--- src/rtl/uop_issue_arbiter.sv ---
// uop_issue_arbiter
//   Chooses which uop stream feeds the execute stage each cycle: the main
//   (decoder) stream or the scheduler (interrupt/sequencer) stream.
//   The choice is combinational, so a granted uop issues in the same cycle
//   and executes in the next one.
//   - A sequence that is not finished (last=0) locks the arbiter to its
//     source until that source sends a uop with last=1.
//   - In IDLE the scheduler has priority. After 7 completed scheduler
//     sequences issued while main was waiting, main is given one turn.
//   - While the uop in execute waits on memory (stop), every output is
//     frozen on the execute mirror and no source is accepted.
//
// Ports
//   clk                    clock; all state updates on its rising edge
//   a_rst                  synchronous reset, active low
//   main_valid/uop/temp/last, main_ready     decoder stream handshake
//   sched_valid/uop/temp/last, sched_ready   scheduler stream handshake
//   mem_busy               memory has not finished the uop now in execute
//   uop_next               uop presented to execute (NOP when idle)
//   temp_a / temp_b        main / scheduler temporary for execute
//   next_main / next_sched source tag of uop_next
//   stop                   execute-stage stall
module uop_issue_arbiter #(
  parameter logic [19:0] NOP = 20'b0000_0000_1111_00_000_000
) (
  input  logic        clk,
  input  logic        a_rst,
  input  logic        main_valid,
  input  logic [19:0] main_uop,
  input  logic [15:0] main_temp,
  input  logic        main_last,
  output logic        main_ready,
  input  logic        sched_valid,
  input  logic [19:0] sched_uop,
  input  logic [15:0] sched_temp,
  input  logic        sched_last,
  output logic        sched_ready,
  input  logic        mem_busy,
  output logic [19:0] uop_next,
  output logic [15:0] temp_a,
  output logic [15:0] temp_b,
  output logic        next_sched,
  output logic        next_main,
  output logic        stop
);

  typedef enum logic [1:0] {
    IDLE       = 2'd0,
    MAIN_LOCK  = 2'd1,
    SCHED_LOCK = 2'd2
  } state_t;

  state_t      state_q, state_d;
  logic [2:0]  fair_cnt_q, fair_cnt_d;
  logic [19:0] ex_uop_q, ex_uop_d;
  logic [1:0]  ex_src_q, ex_src_d;       // {main, sched}
  logic [15:0] ex_temp_a_q, ex_temp_a_d;
  logic [15:0] ex_temp_b_q, ex_temp_b_d;

  logic grant_sched, grant_main;
  logic xfer_sched, xfer_main;
  logic stall;

  function automatic logic [2:0] sat_inc3(input logic [2:0] v);
    sat_inc3 = (v == 3'd7) ? 3'd7 : v + 3'd1;
  endfunction

  // Stage 0: grant, handshake and issue mux (combinational)
  always_comb begin
    stall       = (ex_uop_q[13] | ex_uop_q[14]) & mem_busy;
    grant_sched = 1'b0;
    grant_main  = 1'b0;
    unique case (state_q)
      IDLE: begin
        // fair_cnt==7 hands one turn to a waiting main stream
        if (sched_valid && (fair_cnt_q != 3'd7 || !main_valid)) grant_sched = 1'b1;
        else if (main_valid)                                     grant_main  = 1'b1;
      end
      SCHED_LOCK: grant_sched = 1'b1;
      MAIN_LOCK:  grant_main  = 1'b1;
      default: ;
    endcase

    sched_ready = grant_sched & ~stall;
    main_ready  = grant_main  & ~stall;
    xfer_sched  = sched_valid & sched_ready;
    xfer_main   = main_valid  & main_ready;
    stop        = stall;

    uop_next   = NOP;
    temp_a     = ex_temp_a_q;
    temp_b     = ex_temp_b_q;
    next_main  = 1'b0;
    next_sched = 1'b0;
    if (stall) begin
      uop_next   = ex_uop_q;
      next_main  = ex_src_q[1];
      next_sched = ex_src_q[0];
    end else if (xfer_sched) begin
      uop_next   = sched_uop;
      temp_b     = sched_temp;
      next_sched = 1'b1;
    end else if (xfer_main) begin
      uop_next   = main_uop;
      temp_a     = main_temp;
      next_main  = 1'b1;
    end
  end

  // Stage 0 -> 1: next-state for the lock FSM, fairness counter and execute mirror
  always_comb begin
    state_d     = state_q;
    fair_cnt_d  = fair_cnt_q;
    ex_uop_d    = ex_uop_q;
    ex_src_d    = ex_src_q;
    ex_temp_a_d = ex_temp_a_q;
    ex_temp_b_d = ex_temp_b_q;
    if (!stall) begin
      ex_uop_d    = uop_next;
      ex_src_d    = {next_main, next_sched};
      ex_temp_a_d = temp_a;
      ex_temp_b_d = temp_b;
      if (xfer_sched) begin
        state_d = sched_last ? IDLE : SCHED_LOCK;
        // only completed sequences that made main wait count against fairness
        if (sched_last && main_valid) fair_cnt_d = sat_inc3(fair_cnt_q);
      end else if (xfer_main) begin
        state_d = main_last ? IDLE : MAIN_LOCK;
        if (main_last) fair_cnt_d = 3'd0;
      end
    end
  end

  // Stage 1: registered state (stall hold is handled in the next-state logic)
  always_ff @(posedge clk) begin
    if (!a_rst) begin
      state_q     <= IDLE;
      fair_cnt_q  <= 3'd0;
      ex_uop_q    <= NOP;
      ex_src_q    <= 2'b00;
      ex_temp_a_q <= 16'd0;
      ex_temp_b_q <= 16'd0;
    end else begin
      state_q     <= state_d;
      fair_cnt_q  <= fair_cnt_d;
      ex_uop_q    <= ex_uop_d;
      ex_src_q    <= ex_src_d;
      ex_temp_a_q <= ex_temp_a_d;
      ex_temp_b_q <= ex_temp_b_d;
    end
  end

endmodule

--- config.mk ---
export PLATFORM = sky130hd
export DESIGN_NAME = uop_issue_arbiter
export DESIGN_NICKNAME = d
export VERILOG_FILES = /design/src/rtl/uop_issue_arbiter.sv
export SDC_FILE = /design/constraint.sdc
export NUM_CORES = 1
export LEC_CHECK = 0
export CORE_MARGIN = 4
export CORE_UTILIZATION = 33
export CTS_CLUSTER_DIAMETER = 40
export DETAILED_ROUTE_END_ITERATION = 10
export PLACE_DENSITY = 0.69
export RECOVER_POWER = 100
export SYNTH_ARGS = -nofsm -noshare
export SYNTH_HDL_FRONTEND = slang
export SYNTH_SLANG_ARGS = --single-unit
export TNS_END_PERCENT = 5
--- constraint.sdc ---
create_clock -name clk -period 5.5 [get_ports clk]
set_input_delay 1.375 -clock clk [delete_from_list [all_inputs] [get_ports clk]]
set_output_delay 1.375 -clock clk [all_outputs]
set_load 0.05 [all_outputs]
; ---- Word level (Yosys, flattened, before mapping)
; Index checks and enable logic that the tools add are counted.
[totals]
register_bits = 59
word_cells = 55
[classes]
addsub = 1
eq_ne = 5
muxes = 27
bitwise_logic = 7
n_reduce_logical = 9
[op_table]
columns = op, n
row1 = $mux W16, 5
row2 = $mux W20, 3
row3 = $mux W3, 5
row4 = $mux W1, 9
row5 = $mux W2, 3
row6 = $and A1 B1 Y1, 5
row7 = $pmux W1 S2, 2
row8 = $reduce_and A4 Y1, 1
row9 = $reduce_bool A2 Y1, 2
row10 = $add A3 B1 Y3 const B, 1
row11 = $eq A3 B3 Y1 const B, 1
row12 = $ne A3 B3 Y1 const B, 1
row13 = $eq A2 B1 Y1 const B, 1
row14 = $eq A2 B2 Y1 const B, 1
row15 = $logic_and A1 B1 Y1, 2
row16 = $logic_not A2 Y1, 1
row17 = $ne A2 B1 Y1 const B, 1
row18 = $reduce_and A2 Y1, 1
row19 = $logic_not A1 Y1, 1
row20 = $logic_or A1 B1 Y1, 1
row21 = $not A1 Y1, 1
row22 = $or A1 B1 Y1, 1

; ---- Logic depth before layout (Yosys ltp)
[logic_depth]
ltp_word = 10
ltp_mapped = 6
ltp_nobuf = 5

; ---- Least setup slack after synthesis
; No wires, ideal clock.
[synth_timing]
path_type = input to output
from = in mem_busy
to = out main_ready
arrival_time_ns = 3.145
setup_slack_ns = 0.980
stages = 4
n_path_buf = 1
cell_sequence = o21ai_2 -> inv_2 -> buf_1 -> nor3_1
[synth_via]
elab_chain_len = 3
[synth_rtl]
columns = element, line_no
row1 = "start, declared", 38  ; input logic mem_busy,
row2 = $and A1 B1 Y1, 70  ; stall = (ex_uop_q[13] | ex_uop_q[14]) & mem_busy;
row3 = net stop, 44  ; output logic stop
row4 = $not A1 Y1 (no source line), n/a
row5 = $and A1 B1 Y1, 85  ; main_ready = grant_main & ~stall;
row6 = "end, declared", 32  ; output logic main_ready,
; The timed path passes the listed nets, and every way through them passes these cells.

; ---- Worst setup path in the final report
[layout_timing]
from = in sched_valid
to = out uop_next[3]
[layout_via]
elab_chain_len = 8
elab_cells_between_ends = 12
classes_between = mux: 7 / bitwise: 4 / reduce/logical: 1
[layout_rtl]
columns = element, line_no
row1 = "start, declared", 33  ; input logic sched_valid,
row2 = $logic_and A1 B1 Y1, 76  ; if (sched_valid && (fair_cnt_q != 3'd7 || !main_valid)) grant_sched = 1'b1;
row3 = $mux W1, 76
row4 = $pmux W1 S2, 73  ; unique case (state_q)
row5 = $and A1 B1 Y1, 85
row6 = $and A1 B1 Y1, 87  ; xfer_main = main_valid & main_ready;
row7 = $mux W20, 103  ; end else if (xfer_main) begin
row8 = $mux W20 (*), 99  ; end else if (xfer_sched) begin
row9 = $mux W20 (*), 95  ; if (stall) begin
row10 = "end, declared", 39  ; output logic [19:0] uop_next,
; Every way passes the cells marked *; elsewhere a longest branch is shown, timed or not.

==> results.py <==
metrics = {
    "sta": {
        "fin_tns_setup_ps": 0,
        "period_share_pct": 95.61,
        "final_hold_viol_count": 0,
        "worst_pin_slew_ps": 1265,
        "period_minus_slack_ps": 5258,
        "slew_violations": 0,
        "maxSlewHeadroom_pct": 15.66,
        "finalSetupViolations": 0,
        "clock.fmax_ghz": 0.1902,
        "skew_ps": 10.05,
        "rsz0062_at_grt": "false",
    },
    "hold_path": {
        "holdPathEnd": "ex_uop_q[8]",
        "hold_depth": 2,
        "holdCritPathClass": "reg -> reg",
        "worstHoldStart": "ex_uop_q[8]",
    },
    "die": {
        "start_util_pct": 33.74,
        "ioPinCount": 136,
        "rows": 32,
        "core_mm2": 0.007687,
        "dieHeight_um": 96.66,
        "die_x_um": 96.66,
        "die_area_mm2": 0.009342,
    },
    "drt": {
        "drc": 0,
        "ant_nets": 0,
        "drtIter0Drc": 66,
        "routed_wl_um": 7373,
        "via_count": 2470,
        "viasPerCell": 4.891,
        "dr.pass1.iters": 4,
        "post_drt_wl_per_cell_um": 14.60,
    },
    "clock_network": {
        "path_clk_slew_ps": 60,
        "cts_hold_buf": 0,
        "cts_buffers": 9,
        "ctsHtreeMaxLevel": 3,
        "insertion_delay_ps": 330,
        "cts.repair.resized": 0,
        "cts_setup_buffers": 0,
        "clock_path_buffers": 2,
        "cts_root_buf": "clkbuf_8",
        "tritoncts": "built",
        "clock_sinks": 59,
    },
    "yosys": {
        "synth_cells": 264,
        "syn_avg_cell_area_um2": 9.825,
        "synth_common_cells": "dfxtp_1, and2_1, nor2_1",
        "synth_top_cell_area_share_pct": 45.54,
        "synth_flop_cell": "dfxtp_1",
        "synthArstFlopShare_pct": 0,
        "netlist_area_mm2": 0.002594,
        "yosysSeqAreaShare_pct": 45.54,
        "synth-seq-cells": 59,
        "yosysUniqueCellTypes": 33,
        "syn-num-nets": 344,
        "yosysMostFrequentCell": "dfxtp_1",
        "yosys-top-cells-area": "dfxtp_1, mux2_2, and2_1, a221oi_1, nor2_1",
        "ys_warn_count": 0,
        "synth_edf_count": 0,
        "netlist.top_cell.by_area": "dfxtp_1",
    },
    "global_routing": {
        "grt_max_degree": 62,
        "grt_usage_pct": 16.03,
        "antenna_found_initial": 0,
        "gr-total-overflow": 0,
        "grt_pass1_vias": 2506,
        "grt_pass1_wl_um": 12370,
    },
    "critical_path": {
        "path_class": "in -> out",
        "cp.required_ps": 4120,
        "end_kind": "output port",
        "r2r_start": "fair_cnt_q[0]",
        "crit_path_start_kind": "input port",
        "cp_top_family": "compound AO/OA/AOI/OAI gates",
        "path_max_fanout": 16,
        "crit_chain": "dlygate4sd3_1, and2b_4, a21oi_1, a221oi_1, nor2_1, clkbuf_2",
        "reg2reg_slack_ps": 3110,
        "timing.rr.end": "ex_uop_q[16]",
        "critPathBufInv": 2,
        "slowest_stage": "a21oi_1",
        "worstRegToRegCells": 5,
        "max_stage_delay_ps": 960,
        "critPathArrivalTime_ps": 3880,
    },
    "layout": {
        "n_antenna_cell": 0,
        "drive_gt1_share_pct": 19.35,
        "stdcell_area_mm2": 0.003931,
        "nFillCells": 780,
        "area.growth.synth_to_final_pct": 51.57,
        "fin_cells": 505,
        "finalNetCount": 478,
    },
    "placement": {
        "post-place-cells": 489,
        "gp_congestion": 0.8149,
        "portBuffers": 135,
        "hpwlAfterDp_um": 5300,
        "place_area_mm2": 0.004224,
    },
    "pwr": {
        "p_leak_nw": 1.731,
        "irDropWorstVdd_uv": 176.1,
        "power_density_mw_per_mm2": 340.1,
    },
    "job": {
        "maxCapViolCount": 0,
    },
    "outcome": {
        "outcome": "completed",
    },
}
[layout make-up]
cell class	count	area (um^2)	area share, %
multi-input cells	188	1306	33.23
flip-flops and latches	59	1181	30.04
repair buffers	138	1136	28.90
clock buffers	14	162.7	4.137
well taps	102	127.6	3.246
clock inverters	2	10.01	0.2546
inverters	2	7.507	0.1910
[cells in the final DEF, fill, tap and decap left out]
cell type,Yosys,routed
mux2_2,24,11
clkdlybuf4s50_1,0,75
nand4b_1,1,1
buf_12,0,1
and4b_1,1,1
nor2_1,33,33
o211a_1,3,3
nand3_1,5,5
dfxtp_1,59,59
dlygate4sd3_1,0,8
clkbuf_2,0,46
nand4_1,1,1
o221ai_1,4,4
and2_0,0,5
and2_1,36,31
a21oi_1,4,4
o2111ai_1,1,1
nor3b_1,16,16
nand2_1,17,17
clkbuf_8,0,11
mux2_1,1,21
buf_4,0,4
a211oi_1,1,1
buf_2,4,1
and2b_4,1,1
nand2b_1,2,2
ha_1,1,1
clkinv_2,0,2
a21o_1,2,2
nor2b_1,1,1
inv_1,1,2
nor3_1,3,3
a221oi_1,16,16
o21ai_0,5,6
dlymetal6s2s_1,0,1
clkbuf_1,9,5
a211oi_4,1,1
[state kept, by name (all words and copies together), names as in the netlist]
signal	flops
fair_cnt_q	3
ex_temp_b_q	16
ex_uop_q	20
ex_src_q	2
state_q	2
ex_temp_a_q	16
[report_power, final]
part           switching (mW)  leakage (nW)  total [mW]  internal, mW
clock                   0.163        0.0905       0.350         0.187
combinational           0.345          1.16       0.511         0.166
sequential             0.0106         0.485       0.475         0.465
total                   0.519          1.73        1.34         0.818
[worst reg2reg max path: stages, from the launching register on]
cell	delay, ps
dfxtp_1	350
ha_1	230
nand2_1	170
a21oi_1	1020
a221oi_1	290
nor3b_1	250
[per-stage QoR]
step	setup WS [ps]	hold slack [ps]	utilization [%]	power, mW
2_1_floorplan	979.7	434.9	-	0.8568
3_3_place_gp	338.7	443.6	54.95	1.127
3_5_place_dp	314.4	454.7	54.95	1.134
4_1_cts	307.3	470.4	57.19	1.493
5_1_grt	70.25	496.2	51.14	1.404
6_report	241.7	465.5	51.14	1.337
[per-layer routing]
metal	GRT usage [%]	wire length, um	up-vias
met5	0	0	-
li1	-	-	1200
met1	20.38	3213	1155
met2	25.58	3394	106
met3	5.191	670	9
met4	5.508	95	0
[logic make-up after synthesis]
group                      synth area share, %
AOI/OAI and AO/OA                        11.96
adders and majority gates               0.4823
buffers and inverters                    2.942
DFF                                      45.54
muxes                                    14.91
and+or+nand+nor                          24.17
[worst max path at each step]
stage | end | depth (start not counted) | from | slack (ps)
2_1_floorplan | main_ready | 4 | mem_busy | 980
3_3_place_gp | uop_next[4] | 6 | main_valid | 340
3_5_place_dp | uop_next[16] | 6 | main_valid | 310
4_1_cts | uop_next[16] | 6 | main_valid | 310
5_1_grt | uop_next[17] | 6 | sched_valid | 70
6_report | uop_next[3] | 6 | sched_valid | 240
Note: power is estimated with default switching activity, not from simulation.
